### config.mk
export PLATFORM = sky130hd
export DESIGN_NAME = cache_mem_arbiter
export DESIGN_NICKNAME = d
export VERILOG_FILES = /design/src/rtl/cache_mem_arbiter.sv
export SDC_FILE = /design/constraint.sdc
export NUM_CORES = 1
export LEC_CHECK = 0
export ABC_AREA = 1
export BUFFER_PORTS_ARGS = -buffer_cell sky130_fd_sc_hd__buf_2
export CORE_AREA = 2 2 106 108
export DETAILED_ROUTE_END_ITERATION = 8
export DIE_AREA = 0 0 108 110
export GPL_TIMING_DRIVEN = 0
export HOLD_SLACK_MARGIN = 0.06
export PLACE_DENSITY_LB_ADDON = 0.2
export SLEW_MARGIN = 20
export SYNTH_ARGS = -nofsm -noshare
export SYNTH_HDL_FRONTEND = slang
export SYNTH_SLANG_ARGS = --single-unit
### constraint.sdc
create_clock -name CLK -period 1.72 [get_ports CLK]
set_clock_uncertainty 0.05 [all_clocks]
set_input_delay 0 -clock CLK [delete_from_list [all_inputs] [get_ports CLK]]
set_output_delay 0 -clock CLK [all_outputs]
set_load 0.1 [all_outputs]
### src/rtl/cache_mem_arbiter.sv
// cache_mem_arbiter
//   Shares the single unified RAM port between the instruction cache and the
//   data cache. Data traffic normally wins. A saturating starvation counter
//   forces an instruction grant after STARVE_MAX back-to-back data
//   completions while a fetch is pending. A grant owns the port until RAM
//   reports ACCESS for that requester, or until the requester withdraws.
//
// Ports
//   CLK, nRST                 clock (rising edge), async active-low reset
//   iREN, iaddr               instruction read request / word address
//   iload, iwait              instruction read data / stall
//   dREN, dWEN, daddr, dstore data read / write request, address, write data
//   dload, dwait              data read data / stall
//   ramREN, ramWEN            RAM strobes (combinational from grant)
//   ramaddr, ramstore         RAM address / write data
//   ramload, ramstate         RAM read data / status (FREE, BUSY, ACCESS, ERROR)
//   grant                     current FSM state for debug (IDLE, GNT_I, GNT_D)
module cache_mem_arbiter #(
  parameter int unsigned STARVE_MAX = 4
) (
  input  logic        CLK,
  input  logic        nRST,
  input  logic        iREN,
  input  logic [31:0] iaddr,
  output logic [31:0] iload,
  output logic        iwait,
  input  logic        dREN,
  input  logic        dWEN,
  input  logic [31:0] daddr,
  input  logic [31:0] dstore,
  output logic [31:0] dload,
  output logic        dwait,
  output logic        ramREN,
  output logic        ramWEN,
  output logic [31:0] ramaddr,
  output logic [31:0] ramstore,
  input  logic [31:0] ramload,
  input  logic [1:0]  ramstate,
  output logic [1:0]  grant
);

  typedef enum logic [1:0] {
    IDLE  = 2'd0,
    GNT_I = 2'd1,
    GNT_D = 2'd2
  } state_t;

  typedef enum logic [1:0] {
    RAM_FREE   = 2'd0,
    RAM_BUSY   = 2'd1,
    RAM_ACCESS = 2'd2,
    RAM_ERROR  = 2'd3
  } ramstate_t;

  localparam logic [3:0] STARVE_LIM = 4'(STARVE_MAX);

  state_t     state;
  logic [3:0] starve;

  logic dreq;
  logic access;
  logic i_done;
  logic d_done;
  logic force_i;

  assign dreq    = dREN | dWEN;
  assign access  = (ramstate == RAM_ACCESS);
  assign i_done  = (state == GNT_I) & iREN & access;
  assign d_done  = (state == GNT_D) & dreq & access;
  assign force_i = iREN & (starve == STARVE_LIM);

  always_ff @(posedge CLK or negedge nRST) begin
    if (!nRST) begin
      state  <= IDLE;
      starve <= '0;
    end else begin
      case (state)
        IDLE: begin
          if (dreq && !force_i)
            state <= GNT_D;
          else if (iREN)
            state <= GNT_I;
        end
        GNT_D: begin
          // Withdrawal and completion both release the port.
          if (!dreq || access)
            state <= IDLE;
        end
        GNT_I: begin
          if (!iREN || access)
            state <= IDLE;
        end
        default: state <= IDLE;
      endcase

      // A cycle without a pending fetch clears, so a data completion on the
      // cycle before iREN rises never counts toward starvation.
      if (!iREN || i_done)
        starve <= '0;
      else if (d_done && (starve != STARVE_LIM))
        starve <= starve + 4'd1;
    end
  end

  always_comb begin
    ramREN   = 1'b0;
    ramWEN   = 1'b0;
    ramaddr  = '0;
    ramstore = '0;
    case (state)
      GNT_I: begin
        ramREN  = iREN;
        ramaddr = iaddr;
      end
      GNT_D: begin
        ramaddr = daddr;
        if (dWEN) begin
          ramWEN   = 1'b1;
          ramstore = dstore;
        end else begin
          ramREN = dREN;
        end
      end
      default: ;
    endcase
  end

  assign iwait = iREN & ~((state == GNT_I) & access);
  assign dwait = dreq & ~((state == GNT_D) & access);
  assign iload = ramload;
  assign dload = ramload;
  assign grant = state;

endmodule

==> flow_results.org, run 1 <==
** Timing
- Counting I/O delays and the setup requirement, the final critical path takes 1.73 ns.
- Worst hold slack across all endpoints :: 0.0767 ns
- Fmax :: 578 MHz
- Setup violations remaining at the end of the flow were counted as 13.
- Max Transition Viols Final :: 0
- In this run the tightest slew margin relative to its limit is 0.664.
- Number of failing hold endpoints at the final stage :: 0
- Across all setup checks in the final design, the least slack found is -0.0104 ns.
- Actual transition at the worst max-transition pin :: 0.507 ns
- Setup repair after global routing could not meet its margin everywhere.
- Share of the clock period used by the worst path after layout :: 1.01

** Global routing
- Met2 routing resource usage after global routing :: 0.280
- Entering global routing, the biggest net connects 11 pins.
- Most utilized layer in the global route result :: met2
- Congestion Overflow GR :: 0
- Antenna violations before repair :: 0
- For this run, the total global-route usage over all layers was measured as 0.130.
- Global-route wire length before repair :: 12.4 mm
- For this run, global-route usage on met3 was measured as 0.0106.
- For met1 alone, demand over resource in global routing was 0.137.
- Vias in the first global route :: about 2500

** Finish
- Final net count :: 717
- In the final layout, the share of cells above drive strength 1 is 0.772.
- Leaving out fill and tap cells, the most frequent cell in the layout is sky130_fd_sc_hd__buf_2.
- 0 antenna diodes ended up in the layout.
- At the end of the flow the core is filled with cells to 0.496.
- Count of non-filler cells in the finished layout :: 714
- From synthesis to final layout, the design area changed by 207%.
- Summing all non-filler instances in the final layout gives an area of between 5000 and 6000 µm².
- In the layout the commonest cells are sky130_fd_sc_hd__buf_2 (169), sky130_fd_sc_hd__buf_12 (72), sky130_fd_sc_hd__buf_4 (72).

** Detailed routing
- In the routed design, unresolved DRC markers number 0.
- The routed design has 9.21 mm of wire.
- After detailed routing, the average wire length per cell comes to between 10 and 15 µm.
- Post-DRT Antenna Nets :: 0
- Pre-antenna DRT Iters :: 4
- The first routing iteration left 51 violations.
- For this block, the via count after detailed routing is 2833.
- In the routed layout, each cell is associated on average with a via count of 3.97.

** Synthesis
- Of the post-synthesis cell area, the part taken by muxes is 0.
- Yosys printed 0 warnings.
- Of the total synthesized cell area, the portion taken by XOR and XNOR cells is 0.00506.
- Synthesized instance count :: 320
- Of the total synthesized cell area, the portion taken by full adders, half adders and majority gates is 0.0506.
- Synthesis produced a netlist with a net count of 462.
- Combined area of all synthesized cells :: 1730 µm²
- Fraction of the mapped netlist area in simple logic gates :: 0.322
- The area fraction in compound gates after synthesis is 0.106.
- After synthesis, the largest family of logic cells by area is buffers and inverters.
- The netlist uses 16 different library cells.
- For this run, the register share of the synthesized area comes to 0.0868.
- A synthesized cell averages 5.41 µm².
- In this run, synthesis produced a sequential element count of 6.

** Die
- Starting density of the core :: 0.162
- The floorplan step defined a die boundary enclosing around 12000 µm².
- Pin placement for this block handled 269 I/O pins.
- Die Width :: 108 µm
- The total area inside the core boundary comes to 10700 µm².
- Row cnt :: 38
- Vertical die dimension :: approximately 110 µm

** Critical path
- Critical-path maximum fanout :: 10
- Worst R2R End :: starve[2]
- CP Class :: reg -> out
- Startpoint of the lowest-slack register-to-register path :: grant[1]
- Required time at the worst-slack endpoint :: 1.67 ns
- Endpoint type of the worst setup path :: primary output
- Setup slack on the worst reg-to-reg path comes out at 0.10 ns.
- Worst Path Arrival :: 1.68 ns
- STA classifies the critical path startpoint as a flop.
- Logic depth of the worst register-to-register path :: 8

** Flow run
- Max capacitance violation total :: 0

** Place
- After detailed placement, the total cell area comes to 3830 µm².
- Routability-driven placement finished with a final weighted congestion of 0.771.
- The HPWL after detailed placement is 6.92 mm.
- After detailed placement, the design holds a cell count of 696.
- Input and output buffers added on the ports amount to ~240.

** Pwr
- The analysis attributes to cell leakage a power of 0.00260 µW.
- VDD sags by at most 0.849 mV.
- Dividing total power by cell area gives a power density of 1730 nW/µm².
- Total power :: slightly above 9000 µW

** Clock network
- Sink count of the clock tree :: 6
- H-tree depth :: 1
- No sink is reached through more buffers than the 2 on the longest clock path.
- TritonCTS built the clock tree.
- Total clock buffers created by CTS :: 3
- Clock-pin slew was measured on the worst setup and hold paths at 0.04 ns.
- Clk root buf :: sky130_fd_sc_hd__clkbuf_8
- Clock latency on the worst-skew pair :: ~0.22 ns

** Run status
- Outcome :: complete, but fails checks
- The checks that failed: setup timing.

** Hold path
- Worst min path class :: in -> async
routing by layer:
metal / routed length [µm] / up-vias
met3: 589 / 6
met5: 0 / -
met2: 5480 / 123
met1: 3060 / 1298
met4: 76 / 0
li1: - / 1406
stage by stage:
stage	setup slack (ns)	setup TNS, ns
floorplan	-0.174	-8.21
global placement	-0.182	-4.07
detailed placement	-0.163	-4.18
CTS	-0.0311	-0.191
global route	-0.0688	-2.60
finish	-0.0104	-0.0536
final cells by class:
| type | count | area, µm² |
|---|---|---|
| Tap cell | 140 | 175 |
| Fill cell | 959 | 5390 |
| Buffer | 76 | 687 |
| Inverter | 51 | 203 |
| Clock buffer | 4 | 45.0 |
| Sequential cell | 6 | 158 |
| Multi-Input combinational cell | 185 | 1640 |
| Timing Repair Buffer | 252 | 2400 |
where the power goes:
part / internal, µW / switching [µW]
combinational: 3020 / 5720
clock: 159 / 58.1
sequential: 177 / 31.6
total: 3350 / 5810
repair_timing:
| item | 4_1_cts | 5_1_grt |
|---|---|---|
| pin swaps | 4 | 29 |
| gates cloned | 2 | 4 |
| buffers inserted | 6 | 3 |
| gates resized for setup | 262 | 71 |
| endpoints found under the setup margin | 66 | 64 |
| endpoints found under the hold margin | 6 | 0 |
| hold buffers | 1 | 0 |
cells by family after synthesis:
logic type | after synthesis
AO/OA/AOI/OAI | 36
XOR/XNOR | 1
buffers and inverters | 129
AND/OR/NAND/NOR | 141
adder cells (fa/ha/maj) | 7
flip-flops | 6
critical path, stage by stage (launching register included):
cell and delay (ns):
sky130_fd_sc_hd__dfrtp_4 0.49, sky130_fd_sc_hd__inv_4 0.08, sky130_fd_sc_hd__ha_4 0.14, sky130_fd_sc_hd__buf_12 0.14, sky130_fd_sc_hd__buf_8 0.14, sky130_fd_sc_hd__nand2_1 0.09, sky130_fd_sc_hd__a21oi_4 0.18, sky130_fd_sc_hd__buf_12 0.19
state kept, by name (all words and copies together), names as in the netlist:
| signal | count |
|---|---|
| starve | 4 |
| grant | 2 |
worst max path at each step:
| stage | slack, ns | end | start | depth (start not counted) |
|---|---|---|---|---|
| after floorplan | -0.17 | ramstore[0] | grant[0] | 5 |
| after global placement | -0.18 | ramaddr[18] | grant[1] | 7 |
| after detailed placement | -0.16 | ramaddr[18] | grant[0] | 7 |
| after CTS | -0.03 | ramaddr[25] | grant[0] | 6 |
| after global routing | -0.07 | ramaddr[1] | grant[0] | 7 |
| final | -0.01 | ramaddr[9] | grant[0] | 7 |
synthesized netlist by cell type (all sizes together):
library cell,instances,area share
nand2,87,0.19
a21oi,34,0.098
xor2,1,0.0051
dfrtp,6,0.087
nand3,15,0.046
nand4,2,0.0072
buf,78,0.32
inv,51,0.11
ha,7,0.051
o21ai,2,0.0080
nor2,37,0.080
No activity file was read; power rests on OpenSTA's default activity.
==> run 2, diff against run 1 <==
--- a/config.mk
+++ b/config.mk
@@ -10,8 +10,7 @@
 export CORE_AREA = 2 2 106 108
 export DETAILED_ROUTE_END_ITERATION = 8
 export DIE_AREA = 0 0 108 110
-export GPL_TIMING_DRIVEN = 0
-export HOLD_SLACK_MARGIN = 0.06
+export HOLD_SLACK_MARGIN = 0.03
 export PLACE_DENSITY_LB_ADDON = 0.2
 export SLEW_MARGIN = 20
 export SYNTH_ARGS = -nofsm -noshare
==> flow_results.org, run 2 (synthesis results as in run 1) <==
** Run status
- Outcome :: finished clean

** Critical path
- Slowest stage cell on the critical path :: sky130_fd_sc_hd__dfrtp_4
- In this run the critical register-to-register path is captured at starve[3].
- Type of element launching the critical path :: flop
- Setup slack of the most critical reg-to-reg path :: ~0.19 ns
- Critical-path maximum fanout :: 6
- On the worst path, the slowest cell contributes a delay of approximately 0.48 ns.
- In this run the worst setup path terminates at ramaddr[25].
- Crit-path most repeated cell :: sky130_fd_sc_hd__buf_12
- STA classifies the critical path endpoint as a primary output.
- CP Class :: reg -> out
- The number of buffers and inverters on the critical path is 4.
- The worst register-to-register path has a depth of 9.
- STA puts the critical path data required time at 1.67 ns.
- Critical Path Stages :: 7
- Worst Path Arrival :: 1.66 ns
- Traced cell by cell, the critical path runs through inv_4, ha_4, buf_12, clkbuf_16, nand2_1, a21oi_4, buf_12.
- Startpoint of the lowest-slack register-to-register path :: grant[0]
- In this run the worst setup path begins at grant[0].
- Cell family with most CP delay :: buffers and inverters

** Timing
- Headroom to the max-slew limit came out at 0.679.
- Based on the critical path, the design can be clocked at up to 586 MHz.
- Max Transition Viols Final :: 0
- Once routing completed, OpenROAD measured the worst setup slack at 0.0136 ns.
- Final setup violation count :: 0
- The hold violation total from the final report is 0.
- After layout, the minimum clock period comes to 1.71 ns.
- Share of the clock period used by the worst path after layout :: 0.992
- Worst hold slack across all endpoints :: between 0.07 and 0.08 ns
- Setup repair after global routing could not meet its margin everywhere.
- For the pin with the worst max-slew slack, the measured transition is 0.485 ns.

** Global routing
- In the global route stage, overall resource usage came out at 0.127.
- Vias in the first global route :: 2412
- Entering global routing, the biggest net connects 33 pins.
- The initial antenna violation count was 0.
- Global-route wire length before repair :: ~12 mm
- Congestion Overflow GR :: 0

** Detailed routing
- Vias :: 2439
- Using the TritonRoute via totals, the vias-per-cell ratio works out to 3.98.
- After detailed routing, the total wire length is 8.74 mm.
- For this run, design rule violations remaining after detail routing come to 0.
- Pre-antenna DRT Iters :: 4
- In this run the remaining antenna-violating nets after routing total 0.
- First DRT Iteration DRCs :: 77
- Routed WL per cell :: approximately 14 µm

** Finish
- Leaving out fill and tap cells, the most frequent cell in the layout is sky130_fd_sc_hd__buf_12.
- The register with the most flip-flops in the layout has 4 of them.
- The top cell types in the final layout, fill and taps aside, are sky130_fd_sc_hd__buf_12 (106), sky130_fd_sc_hd__buf_2 (104), sky130_fd_sc_hd__nand2_1 (68).
- Area delta synth->final :: 190%
- N_diodes :: 0
- The layout has between 1000 and 1500 filler cells.
- Counting flops per register, the top entry is starve.
- Proportion of layout cells with a drive suffix above 1 :: 0.689
- For this run, the post-layout net count is a little over 600.

** Clock network
- The clock reaches the later pin of the worst-skew pair after 0.22 ns.
- Clock tree synthesis found a total of 6 sinks.
- In this run, CTS created clock tree buffers numbering 3.
- Clock slew at reported path FFs :: 0.04 ns
- H-tree depth :: 1
- In this run the clock root is driven by a sky130_fd_sc_hd__clkbuf_8.
- CTS tree :: done
- Counting along the longest clock path gives a buffer depth of 2.

** Die
- Vertical die dimension :: 110 µm
- For this design the top-level I/O count stands at 269.
- The floorplan step set the die width to 108 µm.
- For this configuration, the core starts out at a cell density of 0.162.
- Area of the placeable core :: 10700 µm²
- The floorplan has 38 rows.
- The die covers 11900 µm².

** Place
- OpenSTA, run right after detailed placement, puts the worst setup slack at 0.114 ns.
- Placer congestion estimate :: 0.773
- Detailed placement finished with a half-perimeter wire length of between 6 and 7 mm.
- PortBufs :: 172

** Pwr
- Across the VDD grid, the largest voltage drop is around 0.95 mV.
- Internal power consumption :: 3190 µW
- Switching portion of total power :: 0.641
- Switching power total :: 5710 µW
- Of the total power, the clock network draws 0.025.
- The share of total power dissipated in combinational logic is 0.952.
- Of the total power, registers draw 0.023.
- Static leakage :: 0.00224 µW
- Power density of the placed cells :: 1770 nW/µm²

** Hold path
- In this run the worst hold path is classified as in -> async.

** Flow run
- Max capacitance violation total :: 0
## run 2: cell types whose count changed in the layout (fill, tap and decap cells not counted)
| cell | change |
|---|---|
| sky130_fd_sc_hd__clkbuf_16 | +1 |
| sky130_fd_sc_hd__clkinv_4 | +1 |
| sky130_fd_sc_hd__inv_4 | -1 |
| sky130_fd_sc_hd__nor2_4 | +2 |
| sky130_fd_sc_hd__buf_4 | -64 |
| sky130_fd_sc_hd__nand2_1 | +16 |
| sky130_fd_sc_hd__nand2_2 | -7 |
| sky130_fd_sc_hd__buf_8 | -5 |
| sky130_fd_sc_hd__buf_16 | -1 |
| sky130_fd_sc_hd__nand2_4 | -9 |
| sky130_fd_sc_hd__buf_12 | +34 |
| sky130_fd_sc_hd__nor2_2 | -2 |
| sky130_fd_sc_hd__buf_2 | -65 |
| sky130_fd_sc_hd__buf_6 | -1 |
## run 2: layer usage
layer,vias up,GRT usage,share of wire
li1,1200,-,-
met1,1101,0.133,0.35
met2,124,0.263,0.57
met3,14,0.0112,0.060
met4,0,0.0412,0.021
met5,-,0,0
## run 2: power groups by stage
stage	combinational [µW]	sequential [µW]	clock (µW)
floorplan	5420	359	0
global placement	7120	213	0
detailed placement	7150	216	0
CTS	8060	208	229
global route	8760	212	236
finish	8470	207	218
## run 2: area by class of cell
cell class	instances	area, µm²	area share
inverters	51	205	0.0409
multi-input cells	185	1560	0.311
repair buffers	227	2880	0.573
well taps	140	175	0.0349
clock buffers	4	45.0	0.00897
flip-flops and latches	6	158	0.0314
## run 2: timing repair
item / CTS / global route
endpoints found under the setup margin: 64 / 53
hold buffers: 33 / 0
setup buffers: 6 / 2
endpoints found under the hold margin: 70 / 0
gates cloned: 0 / 6
gates resized for setup: 1 / 23
pin swaps: 0 / 10
## run 2: how the worst min path moves through the flow
stage                     start  cells after the start   endpoint
after floorplan            nRST                      0  starve[0]
after global placement     nRST                      1  starve[1]
after detailed placement   nRST                      1  starve[1]
after CTS                  nRST                      2  starve[2]
after global routing       nRST                      2   grant[0]
final                      nRST                      2   grant[0]
## run 2: through the flow
step	utilization	instances	total power, µW	setup TNS, ns	cell area (µm²)
floorplan	-	320	5780	-8.21	2480
global placement	0.379	562	7330	0	4050
detailed placement	0.379	562	7360	0	4050
CTS	0.449	605	8490	0	4800
global route	0.469	613	9210	-1.30	5020
finish	0.469	613	8900	0	5020
## run 2: worst reg2reg max path: cells and delay by family (launching register included)
| kind | cells | cell delay (ns) |
|---|---|---|
| flip-flops | 1 | 0.48 |
| buffers and inverters | 4 | 0.48 |
| adder cells (fa/ha/maj) | 1 | 0.19 |
| AND/OR/NAND/NOR | 3 | 0.16 |
| AO/OA/AOI/OAI | 1 | 0.06 |
